===== config.mk =====
export PLATFORM = sky130hd
export DESIGN_NAME = phase_generator
export DESIGN_NICKNAME = d
export VERILOG_FILES = /design/src/rtl/mypackage.sv /design/src/rtl/phase_generator.sv
export SDC_FILE = /design/constraint.sdc
export NUM_CORES = 1
export LEC_CHECK = 0
export ABC_AREA = 0
export CAP_MARGIN = 30
export CORE_MARGIN = 1
export CORE_UTILIZATION = 39
export CTS_BUF_LIST = sky130_fd_sc_hd__clkbuf_8
export DETAILED_ROUTE_END_ITERATION = 10
export SLEW_MARGIN = 25
export SYNTH_ARGS = -nofsm -noshare
export SYNTH_HDL_FRONTEND = slang
export SYNTH_SLANG_ARGS = --single-unit

===== constraint.sdc =====
create_clock -name clock -period 9.89 [get_ports clock]
set_input_delay 0.989 -clock clock [delete_from_list [all_inputs] [get_ports clock]]
set_output_delay 0.989 -clock clock [all_outputs]
set_load 0.01 [all_outputs]

===== src/rtl/mypackage.sv =====
// Shared phase-accumulator types.
// Defines the phase index width and its vector type.
package mypackage;

    localparam int PHASE_INDEX_BITS = 16;

    typedef logic [PHASE_INDEX_BITS-1:0] phase_index_type;

endpackage


===== src/rtl/phase_generator.sv =====
// Phase accumulator with jump / portamento increment control.
// Ports: clock, reset_n, sample_en, target_inc, inc_valid, glide_en,
// phase_sync in; phase, phase_valid, wrap, gliding out (all registered).
module phase_generator
    import mypackage::*;
#(
    parameter int unsigned GLIDE_SHIFT = 8
) (
    input  logic            clock,
    input  logic            reset_n,
    input  logic            sample_en,
    input  phase_index_type target_inc,
    input  logic            inc_valid,
    input  logic            glide_en,
    input  logic            phase_sync,
    output phase_index_type phase,
    output logic            phase_valid,
    output logic            wrap,
    output logic            gliding
);

    localparam int W = PHASE_INDEX_BITS;

    typedef enum logic {
        STEADY = 1'b0,
        GLIDE  = 1'b1
    } state_t;

    state_t          state_q, state_d;
    phase_index_type phase_q, phase_d;
    phase_index_type cur_inc_q, cur_inc_d;
    phase_index_type tgt_inc_q, tgt_inc_d;
    logic            valid_q, valid_d;
    logic            wrap_q, wrap_d;
    logic            gliding_q;

    logic            carry;
    phase_index_type sum;
    logic signed [W:0] diff;
    logic signed [W:0] step;
    phase_index_type cur_stepped;

    assign {carry, sum} = {1'b0, phase_q} + {1'b0, cur_inc_q};

    // Step is a fraction of the remaining error; once the shift rounds
    // it to zero, crawl one unit so the glide always terminates.
    // The floor shift never exceeds |diff|, so no overshoot is possible.
    always_comb begin
        diff = $signed({1'b0, tgt_inc_q}) - $signed({1'b0, cur_inc_q});
        step = diff >>> GLIDE_SHIFT;
        if (step == '0) begin
            step = diff[W] ? -'sd1 : 'sd1;
        end
    end

    assign cur_stepped = cur_inc_q + step[W-1:0];

    always_comb begin
        phase_d   = phase_q;
        valid_d   = 1'b0;
        wrap_d    = 1'b0;
        cur_inc_d = cur_inc_q;
        tgt_inc_d = tgt_inc_q;
        state_d   = state_q;

        if (phase_sync) begin
            phase_d = '0;
            valid_d = 1'b1;
        end else if (sample_en) begin
            phase_d = sum;
            valid_d = 1'b1;
            wrap_d  = carry;
        end

        // A new load pre-empts any glide step on the same edge.
        if (inc_valid) begin
            tgt_inc_d = target_inc;
            if (!glide_en) begin
                cur_inc_d = target_inc;
                state_d   = STEADY;
            end else if (target_inc != cur_inc_q) begin
                state_d = GLIDE;
            end else begin
                state_d = STEADY;
            end
        end else if (state_q == GLIDE && sample_en) begin
            cur_inc_d = cur_stepped;
            if (cur_stepped == tgt_inc_q) begin
                state_d = STEADY;
            end
        end
    end

    always_ff @(posedge clock or negedge reset_n) begin
        if (!reset_n) begin
            state_q   <= STEADY;
            phase_q   <= '0;
            cur_inc_q <= '0;
            tgt_inc_q <= '0;
            valid_q   <= 1'b0;
            wrap_q    <= 1'b0;
            gliding_q <= 1'b0;
        end else begin
            state_q   <= state_d;
            phase_q   <= phase_d;
            cur_inc_q <= cur_inc_d;
            tgt_inc_q <= tgt_inc_d;
            valid_q   <= valid_d;
            wrap_q    <= wrap_d;
            gliding_q <= (state_d == GLIDE);
        end
    end

    assign phase       = phase_q;
    assign phase_valid = valid_q;
    assign wrap        = wrap_q;
    assign gliding     = gliding_q;

endmodule


==> run_results.csv <==
group,metric,value,unit
sta,drv_slew,0,
synthesis,synth_flop_cell,"dfrtp_1",
synthesis,synth_top_cell_by_area,"dfrtp_1",
place,gp_congestion,0.882,
synthesis,synthAdderAreaFrac,13.7,%
synthesis,seq_area_frac_synth,26.8,%
sta,worstMarginPinSlew,823,ps
worst_setup_path,reg2reg_to,"gliding",
global_routing,track_usage,21.6,%
worst_setup_path,worstPathBufferInverterCount,2,
place,place_area,5230,µm²
clock_network,clk_latency,320,ps
sta,slew_headroom,45.0,%
worst_setup_path,path_cells,"inv_1 > ha_1 > a211oi_1 > nor3_1 > o21ai_1 > o211ai_1 > a31o_2 > xor2_1 > or4_1 > o21ai_0 > ha_1 > inv_1 > fa_1 > nand3b_1 > a211oi_2 > o311a_2 > mux2i_1 > or4_1 > or4_1 > nor4_1 > and4_1 > a31oi_1",
synthesis,netlist.area_leader.share,26.8,%
global_routing,use_met2,34.5,%
synthesis,synth_cell_types,70,
finish,antennaDiodeCount,0,
sta,grt_setup_unrepaired,"false",
worst_setup_path,startpoint_type,"flip-flop",
run,cap_violations,0,
worst_setup_path,crit_arrival,6370,ps
sta,finalSetupViolations,0,
clock_network,h-tree-depth,2,
sta,fin_skew,9.13,ps
global_routing,grt_pass1_vias,3974,
synthesis,synthTopCellsByArea,"dfrtp_1, ha_1, xor2_1, xnor2_1, a21oi_1",
clock_network,cts_tree,"yes",
synthesis,syn_nets,622,
synthesis,muxShareOfSynthArea,3.71,%
floorplanning,design.core.area,11700,µm²
floorplanning,start_util,40.8,%
global_routing,antenna_found_initial,0,
floorplanning,row_count,39,
synthesis,yosysWarningCount,0,
global_routing,top_usage_layer,"met2",
sta,hold_viol,0,
sta,fin_ws,3710,ps
place,pre_cts_ws,3820,ps
worst_setup_path,r2r_slack,3710,ps
sta,period_share,62.4,%
finish,fin_area,5310,µm²
drt,wl_per_cell,18.1,µm
worst_setup_path,r2r_cells,22,
worst_setup_path,r2r_start,"cur_inc_q[1]",
worst_setup_path,endpoint_kind,"flip-flop",
clock_network,cts.reportedPaths.clkPinSlew,100,ps
finish,area_delta_synth_final,11.7,%
worst_hold_path,hold_end,"phase[10]",
drt,dr.pass1.iters,6,
worst_setup_path,cpLargestDelayFamily,"simple AND/OR/NAND/NOR gates",
worst_hold_path,hp-start,"phase[10]",
global_routing,use_met3,3.19,%
synthesis,synth-edff-count,0,
floorplanning,die_y,112,µm
synthesis,synth_most_common_cell,"dfrtp_1",
drt,routed_wl,13100,µm
finish,drive_above_1_share,6.92,%
synthesis,synthesis.area,4760,µm²
sta,setup_tns,0,ps
finish,nNetsFinal,650,
global_routing,grt_start_max_net_pins,52,
floorplanning,die_x,112,µm
clock_network,root_buffer,"clkbuf_8",
sta,hold-worst-slack,558,ps
worst_setup_path,cpMostUsedCell,"or4_1",
worst_setup_path,crit_type,"flip-flop to flip-flop",
worst_setup_path,crit_required,10080,ps
floorplanning,die_area,12600,µm²
place,portBuffers,40,
global_routing,use_met1,31.6,%
worst_setup_path,critPathMaxFanout,6,
drt,drtIter0Drc,195,
global_routing,overflow,0,
clock_network,post_cts_buffers,0,
worst_hold_path,hold_path_depth,1,
synthesis,synthXorXnorAreaFrac,11.7,%
global_routing,grt_pass1_wl,21500,µm
synthesis,synth_top_family_by_area,"compound AO/OA/AOI/OAI gates",
clock_network,cts_resized,0,
drt,ant_nets,0,
drt,drc,0,
clock_network,clockBufferDepth,2,
synthesis,ys_ff_latch,51,
clock_network,postCtsHoldBufs,0,
floorplanning,ioPinCount,41,
synthesis,synth_simple_gate_area_share,17.2,%
synthesis,syn_inst,549,
worst_setup_path,slowest_stage,"or4_1",
drt,avgViaCountPerCell,5.64,
synthesis,async_flop_share,100,%
worst_setup_path,max_stage_delay,520,ps
synthesis,syn_avg_cell_area,8.66,µm²
worst_hold_path,hp-class,"flip-flop to flip-flop",
drt,vias,4068,
synthesis,synth_compound_area_share,20.8,%
place,dpl.hpwl,10300,µm
sta,max_freq,0.162,GHz
clock_network,cts_sinks,51,
synthesis,netlist_top_cells_count,"dfrtp_1, ha_1, inv_1",
clock_network,cts_buffers,5,
run_status,outcome,"finished, final reports clean",
sta,period_minus_slack,6180,ps
[worst reg2reg max path: stages, from the launching register on]
cell,delay [ps]
dfrtp_1,490
inv_1,120
ha_1,300
a211oi_1,200
nor3_1,100
o21ai_1,250
o211ai_1,220
a31o_2,300
xor2_1,180
or4_1,510
o21ai_0,300
ha_1,270
inv_1,70
fa_1,410
nand3b_1,220
a211oi_2,330
o311a_2,290
mux2i_1,80
or4_1,480
or4_1,520
nor4_1,150
and4_1,210
a31oi_1,70
[flip-flops by register name (all words and copies together) (netlist names)]
signal,flops
cur_inc_q,16
phase,16
tgt_inc_q,16
gliding,1
phase_valid,1
wrap,1
[layout make-up]
type	count	area, µm²
well taps	143	179
fillers	1163	6350
clock buffers	5	68.8
repair buffers	44	425
multi-input cells	436	3200
clock inverters	3	20.0
flip-flops and latches	51	1280
inverters	39	146
[cell usage in the layout (no fill, tap or decap), drive strengths merged, types with 3 or more instances in the layout]
master and count:
nor2 33, clkdlybuf4s50 39, xnor2 30, o21bai 4, a22o 7, o211ai 8, buf 5, or3 4
nor4 8, clkbuf 5, inv 41, or2 4, a21o 13, nand2b 5, nor2b 3, mux2i 12
xor2 30, a211oi 8, dfrtp 51, o311ai 3, o21ai 34, nor3b 3, nand3 18, ha 49
nand4 6, mux2 5, nor3 16, and3 4, and2 4, a31oi 5, o21a 7, nand2 38
nand3b 3, a22oi 3, a21oi 36, or4 3, a31o 3
[worst max path at each step]
stage,cells after the start,to,startpoint
after floorplan,22,gliding,cur_inc_q[1]
after global routing,22,gliding,cur_inc_q[1]
after detailed placement,22,gliding,cur_inc_q[1]
after CTS,22,gliding,cur_inc_q[1]
after global placement,22,gliding,cur_inc_q[1]
final,22,gliding,cur_inc_q[1]
[metrics by stage]
stage | utilization, % | cells
after floorplan | - | 549
after global placement | 44.8 | 713
after detailed placement | 44.8 | 713
after CTS | 45.6 | 721
after global routing | 45.6 | 721
final | 45.6 | 721
[layer usage]
metal	routed length [µm]	up-vias	part of all wire, %
li1	-	2042	-
met3	463	12	3.5
met2	5930	83	45
met1	6580	1931	50
met5	0	-	0
met4	103	0	0.79
[logic make-up after synthesis]
family                   count (synthesis)
AND/OR/NAND/NOR                        158
AO/OA/AOI/OAI                          149
buffers and inverters                   62
XOR/XNOR                                61
adder cells (fa/ha/maj)                 51
flip-flops                              51
multiplexers                            17
Power is left out: the tool's default activity adds up to more than one toggle a clock period on the data nets, which glitch-free logic cannot reach.
